--- config.mk ---
export PLATFORM = sky130hd
export DESIGN_NAME = dmem_latency_ctrl_flat
export DESIGN_NICKNAME = d
export VERILOG_FILES = /design/src/rtl/dmem_pkg.sv /design/src/rtl/dmem_latency_ctrl_if.sv /design/src/rtl/dmem_array.sv /design/src/rtl/dmem_latency_ctrl.sv /design/src/flat_wrapper.sv
export SDC_FILE = /design/constraint.sdc
export NUM_CORES = 2
export LEC_CHECK = 0
export ABC_AREA = 1
export BUFFER_PORTS_ARGS = -buffer_cell sky130_fd_sc_hd__buf_2
export CORE_UTILIZATION = 63
export CTS_CLUSTER_DIAMETER = 60
export DETAILED_ROUTE_END_ITERATION = 10
export GPL_TIMING_DRIVEN = 0
export PLACE_DENSITY = 0.8
export SYNTH_ARGS = -nofsm -noshare
export SYNTH_HDL_FRONTEND = slang
export SYNTH_HIERARCHICAL = 1
export SYNTH_SLANG_ARGS = --single-unit
export TNS_END_PERCENT = 5
--- constraint.sdc ---
create_clock -name clk -period 6.8 [get_ports clk]
set_input_delay 0.34 -clock clk [delete_from_list [all_inputs] [get_ports clk]]
set_output_delay 0.34 -clock clk [all_outputs]
set_load 0.02 [all_outputs]
--- src/rtl/dmem_pkg.sv ---
// -----------------------------------------------------------------------------
// dmem_pkg
// Shared definitions for the latency-controlled data memory:
//   state_t        controller FSM states (IDLE, BUSY, RESP)
//   TOHOST_DEFAULT default byte address of the MMIO halt register
//   CNT_W          latency down-counter width (LATENCY-1 fits for LATENCY 1..8)
//   merge_be()     byte-lane merge of a new word over an old word
// -----------------------------------------------------------------------------
package dmem_pkg;

   typedef enum logic [1:0] {
      IDLE = 2'd0,
      BUSY = 2'd1,
      RESP = 2'd2
   } state_t;

   localparam logic [31:0] TOHOST_DEFAULT = 32'h0000_1000;
   localparam int          CNT_W          = 3;

   // The merge works on the widest supported word; callers zero-extend their
   // operands and truncate the result back to their own DATA_W.
   localparam int MAX_DATA_W = 64;
   localparam int MAX_BE_W   = MAX_DATA_W / 8;

   function automatic logic [MAX_DATA_W-1:0] merge_be(
      input logic [MAX_DATA_W-1:0] old_word,
      input logic [MAX_DATA_W-1:0] new_word,
      input logic [MAX_BE_W-1:0]   be
   );
      logic [MAX_DATA_W-1:0] merged;
      merged = old_word;
      for (int i = 0; i < MAX_BE_W; i++) begin
         if (be[i]) begin
            merged[i*8 +: 8] = new_word[i*8 +: 8];
         end
      end
      return merged;
   endfunction

endpackage

--- src/rtl/dmem_latency_ctrl_if.sv ---
// -----------------------------------------------------------------------------
// dmem_latency_ctrl_if
// Request/response bus between the core memory stage (master) and the
// data-memory controller (slave).
//   req_valid/req_ready  request handshake
//   req_we, req_addr, req_wdata, req_be  request fields (byte address)
//   resp_valid           one-cycle response pulse
//   resp_rdata, resp_err response payload, valid with resp_valid
// -----------------------------------------------------------------------------
interface dmem_latency_ctrl_if #(
   parameter int DATA_W = 32
);
   localparam int BE_W = DATA_W / 8;

   logic              req_valid;
   logic              req_ready;
   logic              req_we;
   logic [31:0]       req_addr;
   logic [DATA_W-1:0] req_wdata;
   logic [BE_W-1:0]   req_be;
   logic              resp_valid;
   logic [DATA_W-1:0] resp_rdata;
   logic              resp_err;

   modport master (
      output req_valid, req_we, req_addr, req_wdata, req_be,
      input  req_ready, resp_valid, resp_rdata, resp_err
   );

   modport slave (
      input  req_valid, req_we, req_addr, req_wdata, req_be,
      output req_ready, resp_valid, resp_rdata, resp_err
   );
endinterface

--- src/rtl/dmem_array.sv ---
// -----------------------------------------------------------------------------
// dmem_array
// DEPTH x DATA_W storage, one shared word index for read and write.
//   clk    clock
//   we     write enable (byte lanes selected by be)
//   idx    word index
//   wdata  write data
//   be     byte-lane strobes
//   rdata  combinational read of mem[idx]
// Contents are not reset.
// -----------------------------------------------------------------------------
module dmem_array
   import dmem_pkg::*;
#(
   parameter int DATA_W = 32,
   parameter int DEPTH  = 64,
   localparam int IDX_W = $clog2(DEPTH),
   localparam int BE_W  = DATA_W / 8
) (
   input  logic              clk,
   input  logic              we,
   input  logic [IDX_W-1:0]  idx,
   input  logic [DATA_W-1:0] wdata,
   input  logic [BE_W-1:0]   be,
   output logic [DATA_W-1:0] rdata
);
   logic [DATA_W-1:0] mem_q [DEPTH];
   logic [DATA_W-1:0] merged_d;

   assign rdata = mem_q[idx];

   // Read-modify-write merge: untouched lanes keep their old bytes.
   always_comb begin
      merged_d = DATA_W'(merge_be(MAX_DATA_W'(rdata), MAX_DATA_W'(wdata), MAX_BE_W'(be)));
   end

   always_ff @(posedge clk) begin
      if (we) begin
         mem_q[idx] <= merged_d;
      end
   end
endmodule

--- src/rtl/dmem_latency_ctrl.sv ---
// -----------------------------------------------------------------------------
// dmem_latency_ctrl
// Data-memory controller with a single outstanding request, configurable
// access latency, byte-lane writes, out-of-range error and TOHOST halt MMIO.
//   clk      clock
//   reset    synchronous active-high reset
//   bus      request/response bus (slave side)
//   stall_o  memory stage must stall (request in flight, not yet answered)
//   halt     sticky: TOHOST written with a nonzero value
//   tohost   last value written to TOHOST_ADDR
// Timing: accept in cycle N, access at the end of cycle N+LATENCY,
// resp_valid in cycle N+LATENCY+1.
// -----------------------------------------------------------------------------
module dmem_latency_ctrl
   import dmem_pkg::*;
#(
   parameter int          DATA_W      = 32,
   parameter int          DEPTH       = 64,
   parameter int          LATENCY     = 2,
   parameter logic [31:0] TOHOST_ADDR = TOHOST_DEFAULT
) (
   input  logic               clk,
   input  logic               reset,
   dmem_latency_ctrl_if.slave bus,
   output logic               stall_o,
   output logic               halt,
   output logic [DATA_W-1:0]  tohost
);
   localparam int              IDX_W    = $clog2(DEPTH);
   localparam int              BE_W     = DATA_W / 8;
   localparam logic [CNT_W-1:0] CNT_LOAD = CNT_W'(LATENCY - 1);

   state_t            state_q, state_d;
   logic [CNT_W-1:0]  cnt_q, cnt_d;
   logic              we_q, we_d;
   logic [29:0]       waddr_q, waddr_d;
   logic [DATA_W-1:0] wdata_q, wdata_d;
   logic [BE_W-1:0]   be_q, be_d;
   logic [DATA_W-1:0] rdata_q, rdata_d;
   logic              err_q, err_d;
   logic              halt_q, halt_d;
   logic [DATA_W-1:0] tohost_q, tohost_d;

   logic              is_tohost;
   logic              in_range;
   logic              complete;
   logic              mem_we;
   logic [IDX_W-1:0]  mem_idx;
   logic [DATA_W-1:0] mem_rdata;
   logic              unused_addr_lsbs;

   // Byte offset within the word is irrelevant to a word-wide memory.
   assign unused_addr_lsbs = ^bus.req_addr[1:0];

   // Decode works on the captured word address, so request fields that
   // change while BUSY have no effect.
   assign mem_idx   = waddr_q[IDX_W-1:0];
   assign is_tohost = (waddr_q == TOHOST_ADDR[31:2]);
   assign in_range  = (waddr_q[29:IDX_W] == '0) &&
                      ({1'b0, mem_idx} < (IDX_W+1)'(DEPTH));
   assign complete  = (state_q == BUSY) && (cnt_q == '0);

   // TOHOST wins over the array; a reset landing on the completion cycle
   // must drop the pending write.
   assign mem_we = complete && we_q && in_range && !is_tohost && !reset;

   dmem_array #(
      .DATA_W (DATA_W),
      .DEPTH  (DEPTH)
   ) u_array (
      .clk   (clk),
      .we    (mem_we),
      .idx   (mem_idx),
      .wdata (wdata_q),
      .be    (be_q),
      .rdata (mem_rdata)
   );

   always_comb begin
      state_d  = state_q;
      cnt_d    = cnt_q;
      we_d     = we_q;
      waddr_d  = waddr_q;
      wdata_d  = wdata_q;
      be_d     = be_q;
      rdata_d  = rdata_q;
      err_d    = err_q;
      halt_d   = halt_q;
      tohost_d = tohost_q;

      case (state_q)
         IDLE: begin
            // req_ready is high in IDLE, so valid alone means acceptance.
            if (bus.req_valid) begin
               state_d = BUSY;
               cnt_d   = CNT_LOAD;
               we_d    = bus.req_we;
               waddr_d = bus.req_addr[31:2];
               wdata_d = bus.req_wdata;
               be_d    = bus.req_be;
            end
         end
         BUSY: begin
            if (cnt_q == '0) begin
               state_d = RESP;
               rdata_d = '0;
               err_d   = 1'b0;
               if (is_tohost) begin
                  if (we_q) begin
                     tohost_d = wdata_q;
                     halt_d   = halt_q | (wdata_q != '0);
                  end else begin
                     rdata_d = tohost_q;
                  end
               end else if (in_range) begin
                  if (!we_q) begin
                     rdata_d = mem_rdata;
                  end
               end else begin
                  err_d = 1'b1;
               end
            end else begin
               cnt_d = cnt_q - CNT_W'(1);
            end
         end
         RESP: begin
            state_d = IDLE;
         end
         default: begin
            state_d = IDLE;
         end
      endcase
   end

   always_ff @(posedge clk) begin
      if (reset) begin
         state_q  <= IDLE;
         cnt_q    <= '0;
         we_q     <= 1'b0;
         waddr_q  <= '0;
         wdata_q  <= '0;
         be_q     <= '0;
         rdata_q  <= '0;
         err_q    <= 1'b0;
         halt_q   <= 1'b0;
         tohost_q <= '0;
      end else begin
         state_q  <= state_d;
         cnt_q    <= cnt_d;
         we_q     <= we_d;
         waddr_q  <= waddr_d;
         wdata_q  <= wdata_d;
         be_q     <= be_d;
         rdata_q  <= rdata_d;
         err_q    <= err_d;
         halt_q   <= halt_d;
         tohost_q <= tohost_d;
      end
   end

   assign bus.req_ready  = (state_q == IDLE);
   assign bus.resp_valid = (state_q == RESP);
   assign bus.resp_rdata = rdata_q;
   assign bus.resp_err   = err_q;

   // The response cycle releases the stall so the memory stage can retire
   // the result in the same cycle resp_valid is high.
   assign stall_o = ((bus.req_valid && !bus.req_ready) || (state_q != IDLE)) &&
                    (state_q != RESP);
   assign halt    = halt_q;
   assign tohost  = tohost_q;
endmodule

--- src/flat_wrapper.sv ---
// flat-port wrapper written by rule: the top's interface ports become plain ports
module dmem_latency_ctrl_flat import dmem_pkg::*;
#(
   parameter int          DATA_W      = 32,
   parameter int          DEPTH       = 64,
   parameter int          LATENCY     = 2,
   parameter logic [31:0] TOHOST_ADDR = TOHOST_DEFAULT
)
  (clk, reset, stall_o, halt, tohost, bus_req_valid, bus_req_we, bus_req_addr, bus_req_wdata, bus_req_be, bus_req_ready, bus_resp_valid, bus_resp_rdata, bus_resp_err);
  dmem_latency_ctrl_if #(.DATA_W(DATA_W)) bus_i ();
  input  logic clk;
  input  logic reset;
  output logic stall_o;
  output logic halt;
  output logic [DATA_W-1:0] tohost;
  input wire logic [$bits(bus_i.req_valid)-1:0] bus_req_valid;
  input wire logic [$bits(bus_i.req_we)-1:0] bus_req_we;
  input wire logic [$bits(bus_i.req_addr)-1:0] bus_req_addr;
  input wire logic [$bits(bus_i.req_wdata)-1:0] bus_req_wdata;
  input wire logic [$bits(bus_i.req_be)-1:0] bus_req_be;
  output wire logic [$bits(bus_i.req_ready)-1:0] bus_req_ready;
  output wire logic [$bits(bus_i.resp_valid)-1:0] bus_resp_valid;
  output wire logic [$bits(bus_i.resp_rdata)-1:0] bus_resp_rdata;
  output wire logic [$bits(bus_i.resp_err)-1:0] bus_resp_err;
  assign bus_i.req_valid = bus_req_valid;
  assign bus_i.req_we = bus_req_we;
  assign bus_i.req_addr = bus_req_addr;
  assign bus_i.req_wdata = bus_req_wdata;
  assign bus_i.req_be = bus_req_be;
  assign bus_req_ready = bus_i.req_ready;
  assign bus_resp_valid = bus_i.resp_valid;
  assign bus_resp_rdata = bus_i.resp_rdata;
  assign bus_resp_err = bus_i.resp_err;
  dmem_latency_ctrl #(.DATA_W(DATA_W), .DEPTH(DEPTH), .LATENCY(LATENCY), .TOHOST_ADDR(TOHOST_ADDR)) u_core (.clk(clk), .reset(reset), .bus(bus_i), .stall_o(stall_o), .halt(halt), .tohost(tohost));
endmodule
======== Yosys cells after proc, flatten, opt, wreduce, memory -nomap -nowiden ========
Memory sizes are Yosys's and may differ from the RTL's. A register that Yosys moved wholly into a read port is not among the register bits.
Index checks and enable logic that the tools add are counted.
storage, ports and cells
  flip-flop bits (word level) ............. 138
  bits in latches ......................... 0
  RAM bits ................................ 2048
  bits in read-only memories .............. 0
  input bits .............................. 72
  output and inout bits ................... 69
  logic and storage cells ................. 62
  memories ................................ 1
memory list
  memory                words  width  read ports  clocked after Yosys merged registers in  write ports  line              source
  u_core.u_array.mem_q  64     32     1           1                                        1            dmem_array.sv:27  logic [DATA_W-1:0] mem_q [DEPTH];
operators by class
  $add $sub $neg .......................... 1
  multiply operators ...................... 0
  divide/modulo/power cells ............... 0
  magnitude comparators ................... 0
  equal/unequal tests ..................... 7
  shifts and indexed selects .............. 0
  mux-type cells .......................... 20
  bitwise gates (word level) .............. 1
  reduce and logical (&&, ||, !) cells .... 22
operators by type and width
  operator                number
  $mux W32                4
  $mux W8                 4
  $reduce_bool A32 Y1     1
  $eq A30 B11 Y1 const B  1
  $logic_not A24 Y1       1
  $mux W6                 2
  $ne A2 B2 Y1 const B    4
  $logic_and A1 B1 Y1     7
  $mux W3                 2
  $pmux W3 S2             1
  $reduce_and A2 Y1       3
  $mux W1                 4
  $mux W2                 2
  $pmux W2 S2             1
  $reduce_and A4 Y1       1
  $reduce_bool A2 Y1      2
  $logic_not A1 Y1        3
  $logic_not A3 Y1        1
  $reduce_and A3 Y1       1
  $sub A3 B1 Y3 const B   1
  $eq A2 B1 Y1 const B    1
  $eq A2 B2 Y1 const B    1
  $logic_not A2 Y1        1
  $logic_or A1 B1 Y1      1
  $or A1 B1 Y1            1

======== Longest topological paths before layout ========
  depth in word-level cells ............... 8
  mapped depth ............................ 21
  depth with buffers taken out ............ 17

======== Cells and area by module ========
Netlist, hierarchy kept.
by module, submodules not included
  module             instances  cells each  area each (µm²)  seq. area each (µm²)
  dmem_array         1          8512        86571.8          61499.0
  dmem_latency_ctrl  1          969         6550.0           2762.6

======== Worst setup path after synthesis ========
Ideal clock, no wire load.
  kind .................................... reg2reg
  from .................................... register u_core.cnt_q[0]
  to ...................................... memory u_core.u_array.mem_q[40][0] (enable)
  setup time .............................. 502 ps
  data arrival time ....................... 4753 ps
  required time ........................... 6298 ps
  slack ................................... 1545 ps
  stages on the path, launching flop included .. 10
  path buffers ............................ 2
  clock period less this slack ............ 5255 ps
  path through ............................ dfxtp_1 -> inv_1 -> ha_1 -> ha_1 -> nand3_2 -> clkbuf_1 -> nor4_1 -> clkbuf_1 -> inv_1 -> nor4_1
on the way
  word-level cells in the longest chain between the ends .. 8
RTL lines
  element                            line                      source
  start, declared                    dmem_latency_ctrl.sv:34   logic [CNT_W-1:0] cnt_q, cnt_d;
  start signal, assigned             dmem_latency_ctrl.sv:149  cnt_q <= cnt_d;
  $logic_not A3 Y1                   dmem_latency_ctrl.sv:61   assign complete = (state_q == BUSY) && (cnt_q == '0);
  $logic_and A1 B1 Y1                dmem_latency_ctrl.sv:61
  $logic_and A1 B1 Y1 (4 in series)  dmem_latency_ctrl.sv:65   assign mem_we = complete && we_q && in_range && !is_tohost && !reset;
  net u_core.mem_we                  dmem_latency_ctrl.sv:47   logic mem_we;
  $mux W1                            dmem_array.sv:38          if (we) begin
  $mux W1 (not written as such)      dmem_array.sv:39          mem_q[idx] <= merged_d;
  end, declared                      dmem_array.sv:27
The timed path passes the listed nets, and every way through them passes these cells.

==> flow_summary.toml <==
[status]
status = "complete, but fails checks"
violations = "capacitance limit, slew limit"

[critical_path]
crit_type = "flip-flop to flip-flop"
slowest_delay_ns = 1.14
r2r-start = "u_core/waddr_q[2]$_SDFFE_PP0P_"
critPathArrivalTime_ns = 5.53
slowest_stage = "clkbuf_1"
crit_start = "u_core/waddr_q[2]$_SDFFE_PP0P_"
crit_top_cell = "nand2_1"
crit_fanout = 40
cp-start-kind = "flip-flop"
crit_chain = "buf_2, clkbuf_1, clkbuf_1, nand2_1, nand2_1, nand2_1, nand2_1, nor2_1, nand2_1, nand2_1, nand2_2, buf_12"
crit_family = "buffers and inverters"
cp-end-kind = "flip-flop"
worstPathRequired_ns = 7.46
timing.critical_path.buf_inv = 4

[clock_network]
clock_sinks = 2186
cts_tree = "built"
cts_max_level = 4
insertion_delay_ns = 0.86
path_clk_slew_ns = 0.06
cts_buffers = 211
cts_root_buffer = "clkbuf_16"
postCtsSetupRepairBufs = 0
cts_buffer_depth = 3

[synth]
synthTopCellsByArea = "edfxtp_1 (66%), nand2_1 (24%), dfxtp_1 (3.0%), nor2_1 (1.2%), buf_2 (0.95%)"
syn_area_um2 = 93100
post-synth-top-area-fraction_pct = 66.0
synth_cells = 9481
synth-warning-count = 6
synth_top_area_cell = "edfxtp_1"
synth_cell_type_count = 34
synth_fp_nets = 9555
yosysSeqAreaShare_pct = 69.0
syn_area_per_cell_um2 = 9.82
ys_ff_latch = 2186

[die]
start_util_pct = 63.7
coreArea_um2 = 146000
die_w_um = 386
die-area_um2 = 149000
die_h_um = 386
io_pins = 141
row_count = 140

[pwr]
clockPowerShare_pct = 35.9
p_sw_mw = 9.01
pwr-share-comb_pct = 15.3
vdd_drop_max_v = 0.000353
pwr-share-seq_pct = 48.8
p_per_area_nw_per_um2 = 303
p_leak_nw = 44.9
switching_share_pct = 28.0
power.internal_mw = 23.2

[timing]
worst_slew_pin_slew_ns = 1.59
min_period_ns = 4.87
finalHoldViolCount = 0
slew_headroom_pct = -6.51
fmax_mhz = 205
fin_tns_setup_ns = 0
worst_clock_skew_ns = 0.0336
slew_viol_final = 18
setup_ws_ns = 1.93
grt_setup_unrepaired = "no"
finalSetupViolCount = 0
fin_crit_sh_pct = 71.6

[placed_design]
pre_cts_slack_ns = 2.23
place.gp.congestion = 1.02
io_buffers = 138
dpl.hpwl_um = 198000

[drt]
drc = 0
num_vias = 70700
wirelength_um = 288000
drtIter0Drc = 9898
wl_per_cell_um = 23.8
drtPass1Iterations = 7
vias_per_cell = 5.85
postRouteAntennaNets = 0

[final_layout]
areaGrowthSynthToFinish_pct = 14.0
num-nets-final = 10100
final_common_cell = "nand2_1"
final_cell_mix = "nand2_1 (5949), edfxtp_1 (2048), buf_2 (315), nor2_1 (237), clkbuf_16 (213)"
drive_above_1_share_pct = 9.37

[global_routing]
grt_pass1_vias = 67800
grt_usage_pct = 38.3
grt_max_degree = 65
grt_antenna_before_repair = 10
grt_overflow = 0
grt_pass1_wl_um = 419000

[hold_path]
hp-class = "input port to flip-flop"
worstHoldStart = "bus_req_addr[12]"

[job]
drv_cap = 2
## registers in the layout (all words and copies together), names as in the netlist
register,flops
u_core/bus.resp_rdata,32
u_core/cnt_q,3
u_core/wdata_q,32
u_core/tohost,32
u_core/we_q,1
u_core/halt,1
u_core/be_q,4
u_core/state_q,2
u_core/waddr_q,30
u_core/u_array/mem_q,2048
u_core/bus.resp_err,1
## routing by layer
| metal | up-vias | track usage [%] | wire length [µm] |
|---|---|---|---|
| li1 | 31600 | - | - |
| met1 | 33200 | 50.2 | 102000 |
| met2 | 4947 | 57.4 | 126000 |
| met3 | 974 | 9.58 | 39000 |
| met4 | 4 | 24.9 | 21000 |
| met5 | - | 0 | 51 |
## Yosys cell counts
cell type	instances
nand2_2	1
dfxtp_1	138
nor4_1	3
clkbuf_1	169
inv_1	144
a21oi_1	114
or2_1	1
inv_2	7
and2_1	1
nor2_1	299
nand3_2	4
clkinv_1	1
clkinv_2	1
nor2_4	2
or2_2	5
nor3_2	3
buf_4	57
buf_2	177
nand3_1	82
edfxtp_1	2048
o21ai_1	5
o21ai_0	71
nand2_1	5981
buf_6	51
nor3_1	11
buf_1	43
o211ai_1	5
nand4_1	36
nor2_2	9
nor2_8	2
ha_1	2
nand2_4	1
o41ai_1	2
nand3b_1	5
## what timing repair did
action,4_1_cts,5_1_grt
hold endpoints to repair,68,0
hold buffers,68,0
endpoints found under the setup margin,0,0
gates resized for setup,0,0
## power by group through the flow
stage	clock network, mW	registers, mW	logic, mW
6_report	11.6	15.7	4.91
2_1_floorplan	0	16.0	2.37
5_1_grt	12.1	15.7	5.13
3_3_place_gp	0	16.2	4.25
3_5_place_dp	0	16.0	4.64
4_1_cts	11.6	15.7	4.71
## kinds of logic after synthesis
kind of cell	share of synthesized area [%]
AO/OA/AOI/OAI	1.08
adder cells (fa/ha/maj)	0.0269
buffers and inverters	3.50
flip-flops	69.0
AND/OR/NAND/NOR	26.4
## stage by stage
| stage | utilization [%] | hold WS, ns | cell area (µm²) | cells | total power [mW] |
|---|---|---|---|---|---|
| floorplan | - | 0.444 | 93100 | 9481 | 18.4 |
| global placement | 65.9 | 0.444 | 96200 | 11500 | 20.5 |
| detailed placement | 67.5 | 0.451 | 98700 | 11600 | 20.6 |
| CTS | 72.7 | 0.266 | 106000 | 12100 | 32.0 |
| global route | 72.7 | 0.323 | 106000 | 12100 | 33.0 |
| finish | 72.7 | 0.316 | 106000 | 12100 | 32.2 |
## layout make-up
cell class | count | area [µm²]
Clock buffer | 257 | 5520
Timing Repair Buffer | 300 | 3170
Antenna cell | 6 | 15.0
Sequential cell | 2186 | 64300
Buffer | 497 | 2690
Multi-Input combinational cell | 6645 | 26300
Inverter | 153 | 576
Fill cell | 9875 | 39900
Tap cell | 1917 | 2400
Clock inverter | 130 | 1280
## worst paths after layout
| path | end | slack, ns | cells past startpoint |
|---|---|---|---|
| worst max-delay path | u_core/u_array/mem_q[39][23]$_DFFE_PP_ | 1.93 | 12 |
| worst min-delay path | u_core/waddr_q[10]$_SDFFE_PP0P_ | 0.32 | 4 |
| worst max register to register | u_core/u_array/mem_q[39][23]$_DFFE_PP_ | 1.93 | 12 |
| worst min register to register | u_core/bus.resp_rdata[17]$_SDFFE_PP0P_ | 0.46 | 2 |
## worst reg2reg max path, delay by kind of cell, from the launching register on
kind	cells	cell delay [ns]
flip-flops	1	0.33
AND/OR/NAND/NOR	8	1.73
buffers and inverters	4	2.57
(Power assumes the default switching activity.)
